==> src/rtl/alu_rs_if.sv <==
// alu_rs_if: dispatch, CDB, flush and issue signals of the ALU reservation station.
// The slave modport is the reservation station; the master modport is its environment.
interface alu_rs_if #(
    parameter int unsigned TAG_W = 4,
    parameter int unsigned XLEN  = 32,
    parameter int unsigned FUN_W = 4
);
    logic                       flush;

    logic                       disp_valid;
    logic                       disp_ready;
    logic [FUN_W-1:0]           disp_fun;
    logic [TAG_W-1:0]           disp_tag;
    logic [1:0]                 disp_op_rdy;
    logic [1:0][XLEN-1:0]       disp_op_val;
    logic [1:0][TAG_W-1:0]      disp_op_tag;

    logic                       cdb_valid;
    logic [TAG_W-1:0]           cdb_tag;
    logic [XLEN-1:0]            cdb_value;

    logic                       issue_valid;
    logic                       issue_ready;
    logic [1:0][XLEN-1:0]       issue_ops;
    logic [FUN_W-1:0]           issue_fun;
    logic [TAG_W-1:0]           issue_tag;

    modport master (
        output flush,
        output disp_valid, disp_fun, disp_tag, disp_op_rdy, disp_op_val, disp_op_tag,
        input  disp_ready,
        output cdb_valid, cdb_tag, cdb_value,
        input  issue_valid, issue_ops, issue_fun, issue_tag,
        output issue_ready
    );

    modport slave (
        input  flush,
        input  disp_valid, disp_fun, disp_tag, disp_op_rdy, disp_op_val, disp_op_tag,
        output disp_ready,
        input  cdb_valid, cdb_tag, cdb_value,
        output issue_valid, issue_ops, issue_fun, issue_tag,
        input  issue_ready
    );
endinterface

==> src/rtl/alu_rs.sv <==
// alu_rs: age-ordered reservation station for the integer ALU.
// Entries are compacted toward slot 0 (oldest); the oldest entry with both
// operands ready is offered to the ALU and removed on acceptance.
// Optional macro ALU_RS_WAKEUP_BYPASS_EN: an operand matching the CDB this
// cycle counts as ready for select and its value is forwarded to issue_ops.
module alu_rs #(
    parameter int unsigned DEPTH = 4,
    parameter int unsigned TAG_W = 4,
    parameter int unsigned XLEN  = 32,
    parameter int unsigned FUN_W = 4
) (
    input  logic      clock,
    input  logic      reset,
    alu_rs_if.slave   bus
);
    localparam int unsigned CNT_W = $clog2(DEPTH + 1);
    localparam int unsigned IDX_W = $clog2(DEPTH);

    typedef struct packed {
        logic                  valid;
        logic [FUN_W-1:0]      fun;
        logic [TAG_W-1:0]      tag;
        logic [1:0]            rdy;
        logic [1:0][XLEN-1:0]  val;
        logic [1:0][TAG_W-1:0] optag;
    } entry_t;

    entry_t             r_ent [DEPTH];
    logic [CNT_W-1:0]   r_count;

    logic [1:0]         w_match   [DEPTH];
    logic [1:0]         w_rdy_eff [DEPTH];
    entry_t             w_woke    [DEPTH];
    entry_t             w_up      [DEPTH];
    entry_t             w_nxt     [DEPTH];
    entry_t             w_new;
    logic [DEPTH-1:0]   w_elig;
    logic [IDX_W-1:0]   w_sel;
    logic               w_any;
    logic               w_fire;
    logic               w_disp;
    logic [CNT_W-1:0]   w_slot;
    logic [CNT_W-1:0]   w_cnt_nxt;

    // CDB tag match per pending operand, woken copy of each entry, select eligibility
    always_comb begin
        w_elig = '0;
        for (int i = 0; i < int'(DEPTH); i++) begin
            w_woke[i] = r_ent[i];
            for (int k = 0; k < 2; k++) begin
                w_match[i][k] = bus.cdb_valid && r_ent[i].valid && !r_ent[i].rdy[k] &&
                                (r_ent[i].optag[k] == bus.cdb_tag);
                if (w_match[i][k]) begin
                    w_woke[i].rdy[k] = 1'b1;
                    w_woke[i].val[k] = bus.cdb_value;
                end
            end
`ifdef ALU_RS_WAKEUP_BYPASS_EN
            w_rdy_eff[i] = r_ent[i].rdy | w_match[i];
`else
            w_rdy_eff[i] = r_ent[i].rdy;
`endif
            w_elig[i] = r_ent[i].valid && (&w_rdy_eff[i]);
        end
    end

    // Oldest eligible entry wins
    always_comb begin
        w_sel = '0;
        w_any = 1'b0;
        for (int i = int'(DEPTH) - 1; i >= 0; i--) begin
            if (w_elig[i]) begin
                w_sel = IDX_W'(i);
                w_any = 1'b1;
            end
        end
    end

    // Issue bundle; zero whenever nothing is offered
    always_comb begin
        bus.issue_valid = w_any && !reset && !bus.flush;
        bus.issue_ops   = '0;
        bus.issue_fun   = '0;
        bus.issue_tag   = '0;
        if (bus.issue_valid) begin
            bus.issue_fun = r_ent[w_sel].fun;
            bus.issue_tag = r_ent[w_sel].tag;
            for (int k = 0; k < 2; k++) begin
`ifdef ALU_RS_WAKEUP_BYPASS_EN
                bus.issue_ops[k] = w_match[w_sel][k] ? bus.cdb_value : r_ent[w_sel].val[k];
`else
                bus.issue_ops[k] = r_ent[w_sel].val[k];
`endif
            end
        end
    end

    // Each slot's shift-down source is its younger neighbour (empty past the top)
    for (genvar j = 0; j < int'(DEPTH); j++) begin : g_up
        if (j + 1 < int'(DEPTH)) begin : g_mid
            assign w_up[j] = w_woke[j+1];
        end else begin : g_last
            assign w_up[j] = '0;
        end
    end

    // Next entry state: wakeup, removal with compaction, dispatch into the youngest free slot
    always_comb begin
        bus.disp_ready = (r_count != CNT_W'(DEPTH)) && !reset && !bus.flush;
        w_fire         = bus.issue_valid && bus.issue_ready;
        w_disp         = bus.disp_valid && bus.disp_ready;
        w_slot         = r_count - CNT_W'(w_fire);
        w_cnt_nxt      = r_count + CNT_W'(w_disp) - CNT_W'(w_fire);

        w_new       = '0;
        w_new.valid = 1'b1;
        w_new.fun   = bus.disp_fun;
        w_new.tag   = bus.disp_tag;
        for (int k = 0; k < 2; k++) begin
            w_new.optag[k] = bus.disp_op_tag[k];
            if (bus.disp_op_rdy[k]) begin
                w_new.rdy[k] = 1'b1;
                w_new.val[k] = bus.disp_op_val[k];
            end else if (bus.cdb_valid && (bus.disp_op_tag[k] == bus.cdb_tag)) begin
                w_new.rdy[k] = 1'b1;
                w_new.val[k] = bus.cdb_value;
            end
        end

        for (int j = 0; j < int'(DEPTH); j++) begin
            w_nxt[j] = (w_fire && (IDX_W'(j) >= w_sel)) ? w_up[j] : w_woke[j];
        end
        if (w_disp) begin
            w_nxt[w_slot[IDX_W-1:0]] = w_new;
        end

        if (bus.flush) begin
            for (int j = 0; j < int'(DEPTH); j++) begin
                w_nxt[j] = '0;
            end
            w_cnt_nxt = '0;
        end
    end

    // Entry and occupancy registers
    always_ff @(posedge clock) begin
        if (reset) begin
            r_count <= '0;
            for (int j = 0; j < int'(DEPTH); j++) begin
                r_ent[j] <= '0;
            end
        end else begin
            r_count <= w_cnt_nxt;
            r_ent   <= w_nxt;
        end
    end
endmodule

==> src/flat_wrapper.sv <==
// flat-port wrapper written by rule: the top's interface ports become plain ports
module alu_rs_flat 
#(
    parameter int unsigned DEPTH = 4,
    parameter int unsigned TAG_W = 4,
    parameter int unsigned XLEN  = 32,
    parameter int unsigned FUN_W = 4
)
  (clock, reset, bus_flush, bus_disp_valid, bus_disp_fun, bus_disp_tag, bus_disp_op_rdy, bus_disp_op_val, bus_disp_op_tag, bus_disp_ready, bus_cdb_valid, bus_cdb_tag, bus_cdb_value, bus_issue_valid, bus_issue_ops, bus_issue_fun, bus_issue_tag, bus_issue_ready);
  alu_rs_if #(.TAG_W(TAG_W), .XLEN(XLEN), .FUN_W(FUN_W)) bus_i ();
  input  logic clock;
  input  logic reset;
  input wire logic [$bits(bus_i.flush)-1:0] bus_flush;
  input wire logic [$bits(bus_i.disp_valid)-1:0] bus_disp_valid;
  input wire logic [$bits(bus_i.disp_fun)-1:0] bus_disp_fun;
  input wire logic [$bits(bus_i.disp_tag)-1:0] bus_disp_tag;
  input wire logic [$bits(bus_i.disp_op_rdy)-1:0] bus_disp_op_rdy;
  input wire logic [$bits(bus_i.disp_op_val)-1:0] bus_disp_op_val;
  input wire logic [$bits(bus_i.disp_op_tag)-1:0] bus_disp_op_tag;
  output wire logic [$bits(bus_i.disp_ready)-1:0] bus_disp_ready;
  input wire logic [$bits(bus_i.cdb_valid)-1:0] bus_cdb_valid;
  input wire logic [$bits(bus_i.cdb_tag)-1:0] bus_cdb_tag;
  input wire logic [$bits(bus_i.cdb_value)-1:0] bus_cdb_value;
  output wire logic [$bits(bus_i.issue_valid)-1:0] bus_issue_valid;
  output wire logic [$bits(bus_i.issue_ops)-1:0] bus_issue_ops;
  output wire logic [$bits(bus_i.issue_fun)-1:0] bus_issue_fun;
  output wire logic [$bits(bus_i.issue_tag)-1:0] bus_issue_tag;
  input wire logic [$bits(bus_i.issue_ready)-1:0] bus_issue_ready;
  assign bus_i.flush = bus_flush;
  assign bus_i.disp_valid = bus_disp_valid;
  assign bus_i.disp_fun = bus_disp_fun;
  assign bus_i.disp_tag = bus_disp_tag;
  assign bus_i.disp_op_rdy = bus_disp_op_rdy;
  assign bus_i.disp_op_val = bus_disp_op_val;
  assign bus_i.disp_op_tag = bus_disp_op_tag;
  assign bus_disp_ready = bus_i.disp_ready;
  assign bus_i.cdb_valid = bus_cdb_valid;
  assign bus_i.cdb_tag = bus_cdb_tag;
  assign bus_i.cdb_value = bus_cdb_value;
  assign bus_issue_valid = bus_i.issue_valid;
  assign bus_issue_ops = bus_i.issue_ops;
  assign bus_issue_fun = bus_i.issue_fun;
  assign bus_issue_tag = bus_i.issue_tag;
  assign bus_i.issue_ready = bus_issue_ready;
  alu_rs #(.DEPTH(DEPTH), .TAG_W(TAG_W), .XLEN(XLEN), .FUN_W(FUN_W)) u_core (.clock(clock), .reset(reset), .bus(bus_i));
endmodule
==> config.mk <==
export PLATFORM = sky130hd
export DESIGN_NAME = alu_rs_flat
export DESIGN_NICKNAME = d
export VERILOG_FILES = /design/src/rtl/alu_rs_if.sv /design/src/rtl/alu_rs.sv /design/src/flat_wrapper.sv
export SDC_FILE = /design/constraint.sdc
export NUM_CORES = 1
export LEC_CHECK = 0
export CORE_MARGIN = 8
export CORE_UTILIZATION = 57
export DETAILED_ROUTE_END_ITERATION = 8
export GPL_ROUTABILITY_DRIVEN = 0
export PLACE_DENSITY_LB_ADDON = 0.08
export SLEW_MARGIN = 20
export SYNTH_ARGS = -nofsm -noshare
export SYNTH_HDL_FRONTEND = slang
export SYNTH_SLANG_ARGS = --single-unit
export TNS_END_PERCENT = 20
==> constraint.sdc <==
create_clock -name clock -period 6.3 [get_ports clock]
set_input_delay 0.63 -clock clock [delete_from_list [all_inputs] [get_ports clock]]
set_output_delay 0.63 -clock clock [all_outputs]
set_load 0.02 [all_outputs]
==> reports/metrics.csv, run 1 <==
stage,metric,value,unit
floorplanning,die_w,200,um
sta,fin_crit,4.96,ns
global_routing,overflow,0,
placement,portBuffers,197,
power,p_per_area,210,nW/um^2
worst_setup_path,cp_cell_sequence,nand3_1 > nand2_1 > a21oi_4 > buf_12 > mux2i_1 > a211oi_1 > clkdlybuf4s50_1,
sta,whs,0.485,ns
global_routing,grt_pass1_wl,109,mm
synth,synth_cells,2270,
sta,rsz0062_at_grt,no,
sta,period_share,78.8,%
worst_setup_path,critPathKind,flip-flop to primary output,
worst_setup_path,r2r_start,u_core.r_ent[322],
routing,vias_per_cell,7.22,
sta,worst_slack,1.34,ns
placement,dpl.cell_count,2657,
clock_network,cts-root-buf,clkbuf_16,
floorplanning,core_area,33400,um^2
worst_setup_path,startpoint_type,flip-flop,
clock_network,hold_buffers,0,
sta,hold_viol_final,0,
worst_setup_path,rrSetupSlack,2.09,ns
synth,ys_seq_elements,335,
hold_path,hp-class,flip-flop to flip-flop,
routing,first_iter_violations,2197,
worst_setup_path,crit_fanout,161,
clock_network,cts.clk_slew.worst_paths,0.06,ns
sta,fin_setup_tns,0,ns
hold_path,hold_depth,2,
run_status,status,"complete, no violations",
routing,vias,19600,
synth,async_flop_share,0,%
sta,fmax,201,MHz
floorplanning,dieArea,40100,um^2
power,finalPower,4.65,mW
worst_setup_path,crit_slowest_cell,nand3_1,
global_routing,grt_pass1_vias,19200,
placement,pre_cts_ws,1.92,ns
worst_setup_path,arrival,4.33,ns
synth,synth_nets,2397,
routing,drt-wirelength-per-cell,25.8,um
layout,nNetsFinal,2376,
sta,maxSlewViolCount,0,
worst_setup_path,end_kind,primary output,
routing,first_pass_iters,6,
worst_setup_path,reg2reg_depth,8,
clock_network,cts_tree,yes,
layout,drive_gt1_share,12.7,%
clock_network,insertion_delay,0.52,ns
run,maxCapViolations,0,
worst_setup_path,rr_endpoint,u_core.r_ent[222],
global_routing,track_usage,32.6,%
clock_network,cts.repair.resized,0,
hold_path,min_from,u_core.r_ent[75],
power,peakVddDrop,0.000172,V
routing,routed_wl,70.3,mm
layout,instances_no_fill,2720,
sta,timing.slew.headroom,26.7,%
synth,synth_cell_types,50,
global_routing,grt_max_degree,162,
floorplanning,start_util,57.8,%
layout,area.growth.synth_to_final,14.6,%
sta,skew,0.0120,ns
sta,tightest_slew,1.10,ns
sta,setup_viol,0,
synth,synth.cell_area,19300,um^2
synth,synth.avg_cell_area,8.51,um^2
clock_network,cts_buffers,37,
clock_network,cts.sinks,335,
hold_path,hold_end,u_core.r_ent[75],
global_routing,antenna_found_initial,1,
synth,synth_edf_count,0,
floorplanning,die_h,200,um
routing,ant_nets,0,
worst_setup_path,cpPeakStageDelay,0.81,ns
clock_network,clockBufferDepth,3,
floorplanning,rows,67,
synth,yosys_warnings,0,
placement,dp_hpwl,40.0,mm
routing,drc,0,
synth,yosys_most_used_dff,dfxtp_1,
clock_network,cts_setup_buffers,0,
clock_network,cts_max_level,2,
power,p_leak,6.83,nW
synth,ys_seq_area_share,34.7,%
worst_setup_path,cp.required,5.67,ns
floorplanning,top_level_ports,198,
## cells in the mapped netlist, types with 3 or more instances
| library cell | count | area [um^2] |
|---|---|---|
| dfxtp_1 | 335 | 6710 |
| o22ai_1 | 190 | 1190 |
| a211oi_1 | 162 | 1220 |
| nand3_1 | 159 | 796 |
| clkbuf_1 | 154 | 578 |
| nand2_1 | 150 | 563 |
| o221ai_1 | 131 | 1150 |
| mux2_2 | 130 | 1460 |
| o21ai_0 | 122 | 611 |
| nor2_1 | 121 | 454 |
| a21oi_1 | 92 | 460 |
| mux2i_1 | 91 | 911 |
| buf_2 | 88 | 440 |
| nor2b_1 | 72 | 450 |
| o32ai_1 | 64 | 561 |
| a311oi_2 | 29 | 435 |
| xnor2_1 | 28 | 245 |
| o21ai_1 | 25 | 125 |
| buf_1 | 19 | 71.3 |
| buf_6 | 16 | 180 |
| buf_4 | 14 | 105 |
| xor2_1 | 14 | 123 |
| and2_1 | 6 | 37.5 |
| nand2b_1 | 6 | 37.5 |
| inv_1 | 5 | 18.8 |
| or2_2 | 5 | 31.3 |
| nor3_1 | 4 | 20.0 |
| nor4_1 | 4 | 25.0 |
| o22ai_2 | 4 | 50.1 |
| a311oi_1 | 3 | 26.3 |
| or3_1 | 3 | 18.8 |
## worst max-delay path, delay by kind of cell, from the launching register on
family                 cells  cell delay (ns)
and+or+nand+nor            2             1.07
muxes                      1             0.18
buffers and inverters      2             1.30
AOI/OAI and AO/OA          2             0.83
DFF                        1             0.33
## cell families after synthesis
logic type | after synthesis | share of synthesized area (%)
compound gates | 831 | 30.6
xor+xnor | 43 | 1.99
fa+ha+maj | 3 | 0.233
buf+inv | 298 | 7.26
flops | 335 | 34.7
mux | 221 | 12.3
simple gates | 539 | 13.0
## stage by stage
step	util, %	cell area (um^2)
3_5_place_dp	62.6	20900
3_3_place_gp	62.6	20900
4_1_cts	66.1	22100
6_report	66.2	22100
5_1_grt	66.2	22100
2_1_floorplan	-	19300
## cell usage in the layout (no fill, tap or decap), types with 8 or more instances in the layout
cell and count:
a311oi_2 29, clkbuf_1 10, clkbuf_16 37, nand3_1 158
mux2_2 130, buf_4 29, o32ai_1 64, nor2_1 120
o21ai_1 23, mux2i_1 89, dfxtp_1 335, clkbuf_8 8
o22ai_1 190, nor2b_1 72, nand2_1 141, xnor2_1 28
a21oi_1 89, xor2_1 14, a211oi_1 162, clkdlybuf4s50_1 195
o21ai_0 122, o221ai_1 131
## final cells by class
cell class | instances | area (um^2)
multi-input cells | 1637 | 11400
clock buffers | 55 | 1070
clock inverters | 6 | 108
diodes | 1 | 2.50
well taps | 448 | 561
repair buffers | 233 | 2330
inverters | 5 | 18.8
flip-flops and latches | 335 | 6710
fillers | 2768 | 11300
## report_power, final
group	internal (mW)	switching (mW)
sequential	2.13	0.00465
clock	1.29	0.882
combinational	0.136	0.210
## state kept, by name, indices dropped and copies added, names as in the netlist
signal,flops
u_core.r_ent,332
u_core.r_count,3
## worst max path at each step
| stage | startpoint | end | slack, ns | cells past startpoint |
|---|---|---|---|---|
| 3_3_place_gp | bus_issue_ready | u_core.r_ent[77] | 1.99 | 11 |
| 4_1_cts | u_core.r_ent[321] | bus_issue_ops[30] | 1.50 | 7 |
| 3_5_place_dp | bus_issue_ready | u_core.r_ent[2] | 1.92 | 11 |
| 5_1_grt | u_core.r_ent[321] | bus_issue_ops[45] | 1.22 | 7 |
| 6_report | u_core.r_ent[321] | bus_issue_ops[45] | 1.34 | 7 |
| 2_1_floorplan | u_core.r_ent[155] | bus_issue_ops[10] | 3.59 | 6 |
## routing by layer
layer / global-route usage (%) / part of all wire [%]
met5: 0 / 0
met4: 14.6 / 3.7
met3: 5.91 / 10
met2: 51.7 / 46
met1: 42.9 / 41
(Power assumes the default switching activity.)
==> run 2: changes to the inputs <==
- CORE_UTILIZATION: 57 -> 52
- clock period: 6.3 -> 4.4 ns (I/O delays scaled with it)
==> run 2 against run 1 <==
Net effect:
- die area increased by 8.8%
- combinational power increased by 47%
- via count decreased by 0.50%
- largest power group unchanged
==> reports/metrics.csv, run 2 (synthesis gave the netlist of run 1 again) <==
stage,metric,value,unit
routing,drc,0,
clock_network,cts.repair.resized,0,
floorplanning,core_area,36600,um^2
worst_setup_path,crit_fanout,37,
worst_setup_path,end_kind,primary output,
worst_setup_path,arrival,3.56,ns
power,p_leak,7.00,nW
worst_setup_path,cp.required,3.96,ns
global_routing,grt_pass1_vias,19100,
sta,fin_setup_tns,0,ns
power,p_int,5.05,mW
layout,top_register,u_core.r_ent,
worst_setup_path,crit_slowest_cell,clkdlybuf4s50_1,
sta,maxSlewViolCount,0,
clock_network,cts_tree,yes,
global_routing,overflow,0,
placement,portBuffers,197,
placement,dp_hpwl,41.2,mm
sta,tightest_slew,1.13,ns
worst_setup_path,startpoint_type,flip-flop,
worst_setup_path,reg2reg_depth,10,
power,p_seq_share,45.9,%
clock_network,cts_max_level,2,
power,p_per_area,296,nW/um^2
clock_network,clockBufferDepth,3,
power,finalPower,6.65,mW
placement,placed_area,21300,um^2
worst_setup_path,crit_buf_inv,2,
global_routing,antenna_found_initial,0,
power,p_switching,1.60,mW
clock_network,cts.clk_slew.worst_paths,0.06,ns
layout,fin_area,22500,um^2
sta,fin_crit,4.00,ns
worst_setup_path,rrSetupSlack,1.32,ns
layout,largestRegisters,"u_core.r_ent: 332 flops, u_core.r_count: 3 flops",
layout,final_common_cell,dfxtp_1,
layout,area.growth.synth_to_final,16.2,%
floorplanning,dieArea,43600,um^2
layout,regArea,6710,um^2
layout,largest_reg_flops,332,
sta,period_share,91.0,%
sta,rsz0062_at_grt,no,
clock_network,hold_buffers,0,
global_routing,grt_max_degree,142,
clock_network,cts_setup_buffers,0,
run_status,status,"complete, no violations",
sta,timing.slew.headroom,24.5,%
sta,fmax,250,MHz
global_routing,track_usage,30.9,%
layout,multi_input_area,11300,um^2
layout,nNetsFinal,2401,
floorplanning,die_h,209,um
worst_setup_path,cp_cell_sequence,nand3_1 > nand2_1 > a21oi_4 > buf_4 > mux2i_1 > a211oi_1 > clkdlybuf4s50_1,
power,power.share.switching,24.0,%
worst_setup_path,rr_endpoint,u_core.r_ent[28],
routing,vias_per_cell,7.06,
worst_setup_path,cpPeakStageDelay,0.74,ns
worst_setup_path,endpoint,bus_issue_ops[47],
sta,skew,0.0162,ns
power,p_comb_share,7.6,%
sta,setup_viol,0,
clock_network,cts.sinks,335,
routing,first_pass_iters,7,
routing,routed_wl,71.6,mm
routing,first_iter_violations,2064,
floorplanning,die_w,209,um
sta,worst_slack,0.395,ns
floorplanning,rows,70,
worst_setup_path,r2r_start,u_core.r_ent[155],
sta,hold_viol_final,0,
hold_path,hp-class,flip-flop to flip-flop,
power,peakVddDrop,0.000200,V
routing,vias,19500,
placement,pre_cts_ws,0.659,ns
layout,final_cell_mix,"dfxtp_1, clkdlybuf4s50_1, o22ai_1",
run,maxCapViolations,0,
layout,fillers,3174,
power,p_clk_share,46.5,%
clock_network,insertion_delay,0.53,ns
layout,drive_gt1_share,13.6,%
worst_setup_path,cp.depth,7,
worst_setup_path,critPathTopFamily,buffers and inverters,
routing,drt-wirelength-per-cell,25.9,um
clock_network,cts_buffers,38,
global_routing,grt_pass1_wl,110,mm
routing,ant_nets,0,
worst_setup_path,critPathKind,flip-flop to primary output,
worst_setup_path,crit_start,u_core.r_ent[239],
floorplanning,top_level_ports,198,
layout,antennaDiodeCount,0,
clock_network,cts-root-buf,clkbuf_16,
floorplanning,start_util,52.8,%
## run 2: worst min path at each step
stage	start	to	slack (ns)	cells after the start
after floorplan	u_core.r_ent[331]	u_core.r_ent[331]	0.46	2
after global placement	u_core.r_ent[79]	u_core.r_ent[79]	0.47	2
after detailed placement	u_core.r_ent[78]	u_core.r_ent[78]	0.48	2
after CTS	u_core.r_ent[78]	u_core.r_ent[78]	0.49	2
after global routing	u_core.r_ent[82]	u_core.r_ent[82]	0.50	2
final	u_core.r_ent[81]	u_core.r_ent[81]	0.49	2
## run 2: metal layers
layer | up-vias | wire length [um] | part of all wire [%] | global-route usage [%]
met2 | 1215 | 32100 | 45 | 48.9
met1 | 9441 | 29700 | 42 | 41.0
met3 | 197 | 7250 | 10 | 5.43
met5 | - | 0 | 0 | 0
li1 | 8696 | - | - | -
met4 | 0 | 2490 | 3.5 | 13.7
## run 2: area by class of cell
type / count / area share, %
clock buffer: 57 / 4.96
timing repair buffer: 257 / 11.7
inverter: 5 / 0.0835
sequential: 335 / 29.9
multi-input combinational: 1637 / 50.5
clock inverter: 9 / 0.340
tap: 468 / 2.61
## run 2: through the flow
| stage | hold slack, ns | cells | utilization [%] |
|---|---|---|---|
| 2_1_floorplan | 0.462 | 2270 | - |
| 3_5_place_dp | 0.479 | 2702 | 58.1 |
| 5_1_grt | 0.504 | 2768 | 61.4 |
| 4_1_cts | 0.486 | 2768 | 61.4 |
| 6_report | 0.485 | 2768 | 61.4 |
| 3_3_place_gp | 0.473 | 2702 | 58.1 |
## run 2: worst register-to-register path: cells and delay by family (launching register included)
family | cells | cell delay, ns
AO/OA/AOI/OAI | 2 | 0.52
adder cells (fa/ha/maj) | 1 | 0.31
flip-flops | 1 | 0.44
buffers and inverters | 2 | 0.33
AND/OR/NAND/NOR | 5 | 1.42
## run 2: power by group through the flow
stage / clock [mW] / sequential [mW] / combinational, mW
5_1_grt: 3.25 / 3.05 / 0.532
3_3_place_gp: 0 / 3.12 / 0.491
3_5_place_dp: 0 / 3.12 / 0.494
4_1_cts: 3.11 / 3.05 / 0.495
6_report: 3.09 / 3.05 / 0.507
2_1_floorplan: 0 / 3.11 / 0.269
==> run 3: changes to the inputs <==
- SETUP_SLACK_MARGIN: unset -> 0.05
- TNS_END_PERCENT: 20 -> 100
==> results of run 3 <==
Final layout, timing and power as in run 2 (identical DEF).
